File: src/rtl/ap_handshake_profiler.sv
// Watches an ap_ctrl handshake and queues one record per kernel invocation:
// invocation id, cycle latency, completed loop iterations and stage-0 stall cycles.
module ap_handshake_profiler #(
  parameter int unsigned CNT_W = 32,
  parameter int unsigned DEPTH = 4
) (
  input  logic             ap_clk,
  input  logic             ap_rst_n,
  input  logic             prof_en,
  input  logic             ap_start,
  input  logic             ap_done,
  input  logic             ap_continue,
  input  logic             iter_end,
  input  logic             loop_block,
  output logic             busy,
  output logic             rec_valid,
  input  logic             rec_ready,
  output logic [15:0]      rec_id,
  output logic [CNT_W-1:0] rec_latency,
  output logic [CNT_W-1:0] rec_iters,
  output logic [CNT_W-1:0] rec_stalls,
  output logic [15:0]      drop_cnt
);
  localparam int unsigned AW = (DEPTH > 1) ? $clog2(DEPTH) : 1;
  localparam int unsigned OW = AW + 1;
  localparam logic [CNT_W-1:0] CNT_MAX  = '1;
  localparam logic [OW-1:0]    FULL_CNT = OW'(DEPTH);

  typedef enum logic [1:0] {IDLE = 2'd0, RUN = 2'd1, WAIT_CONT = 2'd2} state_t;

  state_t           state;
  logic [CNT_W-1:0] lat_q, iters_q, stalls_q;
  logic [15:0]      id_q;
  logic [AW-1:0]    wr_ptr, rd_ptr;
  logic [OW-1:0]    count;

  logic [15:0]      mem_id     [DEPTH];
  logic [CNT_W-1:0] mem_lat    [DEPTH];
  logic [CNT_W-1:0] mem_iters  [DEPTH];
  logic [CNT_W-1:0] mem_stalls [DEPTH];

  logic             start_c, active_c, push_c, pop_c, full_c, accept_c, drop_c, bypass_c;
  logic [CNT_W-1:0] lat_nx_c, iters_nx_c, stalls_nx_c;
  logic [AW-1:0]    rd_ptr_nx_c;
  logic [OW-1:0]    count_nx_c;

  function automatic logic [CNT_W-1:0] sat_inc(input logic [CNT_W-1:0] v, input logic inc);
    return (inc && (v != CNT_MAX)) ? v + CNT_W'(1) : v;
  endfunction

  // Counter values including this cycle, and FIFO push/pop decisions.
  always_comb begin
    start_c     = (state == IDLE) && prof_en && ap_start;
    active_c    = start_c || (state == RUN);
    push_c      = active_c && ap_done;
    pop_c       = rec_valid && rec_ready;
    full_c      = (count == FULL_CNT);
    accept_c    = push_c && (!full_c || pop_c);
    drop_c      = push_c && full_c && !pop_c;
    lat_nx_c    = start_c ? CNT_W'(1)          : sat_inc(lat_q, 1'b1);
    iters_nx_c  = start_c ? CNT_W'(iter_end)   : sat_inc(iters_q, iter_end);
    stalls_nx_c = start_c ? CNT_W'(loop_block) : sat_inc(stalls_q, loop_block);
    rd_ptr_nx_c = pop_c ? rd_ptr + AW'(1) : rd_ptr;
    count_nx_c  = count + OW'(accept_c) - OW'(pop_c);
    // A record landing in a FIFO that is empty after this cycle's pop becomes the head directly.
    bypass_c    = accept_c && (wr_ptr == rd_ptr_nx_c);
  end

  // Invocation tracking FSM with its counters and id/drop bookkeeping.
  always_ff @(posedge ap_clk or negedge ap_rst_n) begin
    if (!ap_rst_n) begin
      state    <= IDLE;
      busy     <= 1'b0;
      lat_q    <= '0;
      iters_q  <= '0;
      stalls_q <= '0;
      id_q     <= '0;
      drop_cnt <= '0;
    end else begin
      if (active_c) begin
        lat_q    <= lat_nx_c;
        iters_q  <= iters_nx_c;
        stalls_q <= stalls_nx_c;
      end
      case (state)
        IDLE, RUN: begin
          if (active_c) begin
            if (!ap_done) begin
              state <= RUN;
              busy  <= 1'b1;
            end else if (ap_continue) begin
              state <= IDLE;
              busy  <= 1'b0;
            end else begin
              state <= WAIT_CONT;
              busy  <= 1'b1;
            end
          end
        end
        WAIT_CONT: begin
          if (ap_continue) begin
            state <= IDLE;
            busy  <= 1'b0;
          end
        end
        default: begin
          state <= IDLE;
          busy  <= 1'b0;
        end
      endcase
      if (push_c) id_q <= id_q + 16'd1;
      if (drop_c && (drop_cnt != 16'hFFFF)) drop_cnt <= drop_cnt + 16'd1;
    end
  end

  // FIFO pointers and registered head outputs.
  always_ff @(posedge ap_clk or negedge ap_rst_n) begin
    if (!ap_rst_n) begin
      wr_ptr      <= '0;
      rd_ptr      <= '0;
      count       <= '0;
      rec_valid   <= 1'b0;
      rec_id      <= '0;
      rec_latency <= '0;
      rec_iters   <= '0;
      rec_stalls  <= '0;
    end else begin
      if (accept_c) wr_ptr <= wr_ptr + AW'(1);
      rd_ptr    <= rd_ptr_nx_c;
      count     <= count_nx_c;
      rec_valid <= (count_nx_c != '0);
      if (bypass_c) begin
        rec_id      <= id_q;
        rec_latency <= lat_nx_c;
        rec_iters   <= iters_nx_c;
        rec_stalls  <= stalls_nx_c;
      end else if (pop_c) begin
        rec_id      <= mem_id[rd_ptr_nx_c];
        rec_latency <= mem_lat[rd_ptr_nx_c];
        rec_iters   <= mem_iters[rd_ptr_nx_c];
        rec_stalls  <= mem_stalls[rd_ptr_nx_c];
      end
    end
  end

  // Record storage; contents are qualified by count, so no reset is needed.
  always_ff @(posedge ap_clk) begin
    if (accept_c) begin
      mem_id[wr_ptr]     <= id_q;
      mem_lat[wr_ptr]    <= lat_nx_c;
      mem_iters[wr_ptr]  <= iters_nx_c;
      mem_stalls[wr_ptr] <= stalls_nx_c;
    end
  end

endmodule

File: config.mk
export PLATFORM = sky130hd
export DESIGN_NAME = ap_handshake_profiler
export DESIGN_NICKNAME = d
export VERILOG_FILES = /design/src/rtl/ap_handshake_profiler.sv
export SDC_FILE = /design/constraint.sdc
export NUM_CORES = 1
export LEC_CHECK = 0
export ABC_AREA = 1
export BUFFER_PORTS_ARGS = -buffer_cell sky130_fd_sc_hd__buf_2
export CAP_MARGIN = 20
export CORE_ASPECT_RATIO = 0.7
export CORE_MARGIN = 4
export CORE_UTILIZATION = 24
export DETAILED_ROUTE_END_ITERATION = 7
export HOLD_SLACK_MARGIN = 0.03
export PLACE_DENSITY_LB_ADDON = 0.08
export RECOVER_POWER = 50
export SYNTH_ARGS = -nofsm -noshare
export SYNTH_HDL_FRONTEND = slang
export SYNTH_SLANG_ARGS = --single-unit
File: constraint.sdc
create_clock -name ap_clk -period 13.1 [get_ports ap_clk]
set_input_delay 0.655 -clock ap_clk [delete_from_list [all_inputs] [get_ports ap_clk]]
set_output_delay 0.655 -clock ap_clk [all_outputs]
set_load 0.005 [all_outputs]
==> qor.txt <==
# fillers = 15,327
CP Capture Type = register
Worst VDD drop = 136.5 uV
Rel. slew slack = -241.9%
First-pass GRT wire length = 175,700 um
Die span in x = 457.3 um
Share of cells above drive strength 1 = 5.721%
Core outline area = 140,400 um2
Clock-pin slew on the worst setup and hold paths = 0.06 ns
Mapped Area = 33,920 um2
Tcrit/Tclk final = 62.48%
Via/cell ratio = 4.386
First-pass iteration count of the detailed router = 5
Remaining antenna violation count = 0
Final setup viols = 0
Initial antenna violation count = 3
Status = finished with violations
Post-CTS Setup Inserts = 0
Peak Freq = 0.1222 GHz
H-tree depth reported by CTS = 3
CTS sink count = 699
Routed WL = 116,100 um
CP max FO = 46
Startpoint types = register
Pwr per Cell Area = 190.7 nW/um2
Nets = 3,989
Overall global routing resource usage = 15.69%
Final Hold Viols = 0
Crit path max-delay family = buffers and inverters
Vias in the first global route = 25,740
Sequential area share after synthesis = 58.19%
Initial core utilization = 24.15%
Req. time, crit path = 13.40 ns
Cell Chain, Critical Path = nand2_1 -> clkbuf_1 -> nand3_1 -> nand3_1 -> nor2_4 -> clkbuf_1 -> buf_4
Buffers on Ports = 138
Core Rows = 115
Fin Setup TNS = 0 ns
Net Count, Synth = 3,924
Max stage delay on crit path = 2.51 ns
Top Ports = 139
Pin count of the biggest net entering global routing = 85
Grt total ovfl = 0
Initial DRC Count = 1,622
Synthesis-to-layout area growth = 14.69%
Internal power = 4.650 mW
Clk_lat worst skew = 0.68 ns
Leak = 16.28 nW
#FFs+latches synth = 699
Failing checks = max-capacitance violations, max-slew violations
Clock share of power = 30.6%
Sequential share of power = 40.8%
CTS Buffer Depth = 3
Critical path data arrival time = 8.48 ns
CTS tree = yes
Max-cap violations = 17
Total CTS buffers = 82
Worst slew pin tran = 5.129 ns
Mapped Avg Cell Area = 8.689 um2
Routed WL per cell = 19.65 um
Clock root buffer = clkbuf_16
Psw = 2.769 mW
Worst Skew = 0.02529 ns
Combinational share of power = 28.6%
Post-DP HPWL = 71,690 um
Drt drc = 0
Worst Hold Class = in2reg
RSZ-0062 raised after global routing = no
Die ar. = 147,500 um2
Worst path bufs/invs = 3
Routed vias = 25,923
Tmin final = 8.184 ns
Gpl congestion = 0.8307
Most frequent cells in the layout = 1,275 x nand2_1, 489 x nand3_1, 448 x edfxtp_1, 361 x nor2_1, 356 x inv_1
Slowest cell on crit path = clkbuf_1
Crit Path Class = reg2reg
Synth Warn # = 0
Most common cell after layout, fill and taps aside = nand2_1
Cells after Synth = 3,903
Post-synth cell types = 40
Slew Limit Fails = 742
Hold_ws = 0.2065 ns
Sw Share = 37.33%
DIE HEIGHT = 322.5 um
[final timing paths]
check / from / endpoint / slack, ns / cells after the start
min in group asynchronous: ap_rst_n / rec_stalls[26]$_DFFE_PN0P_ / 2.42 / 2
worst max-delay path: rec_valid$_DFF_PN0_ / mem_iters[2][13]$_DFFE_PP_ / 4.92 / 7
max in group asynchronous: ap_rst_n / rec_latency[23]$_DFFE_PN0P_ / 5.58 / 4
worst max register to register: rec_valid$_DFF_PN0_ / mem_iters[2][13]$_DFFE_PP_ / 4.92 / 7
worst min-delay path: ap_done / state[0]$_DFFE_PN0P_ / 0.21 / 2
worst min register to register: rec_id[9]$_DFFE_PN0P_ / rec_id[9]$_DFFE_PN0P_ / 0.49 / 2
[cells in the mapped netlist (all sizes together)]
| library cell | instances | area share (%) |
|---|---|---|
| o211ai | 2 | 0.044 |
| or3 | 1 | 0.018 |
| nor2 | 374 | 4.3 |
| a31oi | 2 | 0.037 |
| ha | 11 | 0.41 |
| xor2 | 40 | 1.0 |
| nand2 | 1287 | 14 |
| nor3b | 2 | 0.044 |
| clkinv | 18 | 0.20 |
| nand3b | 102 | 2.3 |
| nand3 | 489 | 7.3 |
| clkbuf | 111 | 1.2 |
| o21ai | 117 | 1.7 |
| inv | 363 | 4.0 |
| or2 | 2 | 0.037 |
| buf | 88 | 1.3 |
| nor3 | 20 | 0.31 |
| nor4 | 2 | 0.037 |
| xnor2 | 16 | 0.41 |
| and3 | 4 | 0.074 |
| edfxtp | 448 | 40 |
| a211o | 1 | 0.026 |
| fa | 1 | 0.059 |
| a21oi | 62 | 1.1 |
| o22ai | 40 | 0.74 |
| nand4 | 49 | 0.90 |
| dfrtp | 251 | 19 |
[state kept, by name, summed over array words and instances, names as in the netlist]
signal,count
lat_q,32
mem_id,64
state,2
stalls_q,32
mem_lat,128
rec_stalls,32
rec_latency,32
mem_stalls,128
rd_ptr,2
drop_cnt,16
mem_iters,128
wr_ptr,2
count,3
rec_iters,32
rec_id,16
rec_valid,1
iters_q,32
id_q,16
busy,1
[worst reg2reg max path, stage by stage, from the launching register on]
cell      delay [ns]
dfrtp_1         0.35
nand2_1         0.77
clkbuf_1        1.57
nand3_1         0.73
nand3_1         0.73
nor2_4          0.28
clkbuf_1        2.51
buf_4           0.82
[power groups by stage]
stage / combinational [mW] / clock [mW] / sequential, mW
floorplan: 1.37 / 0 / 2.97
global placement: 2.23 / 0 / 3.09
detailed placement: 2.22 / 0 / 3.09
CTS: 2.23 / 2.36 / 3.04
global route: 2.44 / 2.47 / 3.08
finish: 2.12 / 2.27 / 3.03
[through the flow]
step	util [%]	std cells	setup WS, ns	total power, mW	instance area [um2]
detailed placement	26.01	5755	7.717	5.307	36530
floorplan	-	3903	6.698	4.339	33920
finish	27.70	5911	4.916	7.419	38900
global placement	26.00	5754	7.767	5.318	36510
global route	27.70	5910	4.248	7.983	38900
CTS	27.88	5910	8.056	7.637	39160
[kinds of logic (layout without fill, tap and decap cells)]
kind of cell             count (synthesis)  count (layout)  share of synthesized area [%]
buffers and inverters                  580             715                          6.740
AND/OR/NAND/NOR                       2332            2332                          29.53
flip-flops                             699             699                          58.19
AO/OA/AOI/OAI                          224             224                          3.630
XOR/XNOR                                56              56                          1.446
adder cells (fa/ha/maj)                 12              12                         0.4648
other                                    0               1                              0
[what timing repair did]
item | 4_1_cts | 5_1_grt
gates resized for setup | 0 | 0
hold buffers | 1 | 0
hold endpoints to repair | 64 | 0
[final cells by class]
type / count / area, um2 / area share (%)
Clock buffer: 112 / 2327 / 5.983
Clock inverter: 42 / 291.5 / 0.7495
Sequential cell: 699 / 19730 / 50.73
Multi-Input combinational cell: 2624 / 11940 / 30.69
Tap cell: 1872 / 2342 / 6.021
Timing Repair Buffer: 180 / 829.5 / 2.133
Antenna cell: 1 / 2.502 / 0.006433
Inverter: 381 / 1434 / 3.686
[layer usage]
layer  vias to the layer above  global-route usage (%)  routed length [um]
met5                         -                       0                   0
met4                         0                   2.583                1553
met3                       110                   2.260                3537
met2                       339                   24.10               50250
met1                     12571                   23.69               60790
li1                      12903                       -                   -
Note: power is estimated with default switching activity, not from simulation.
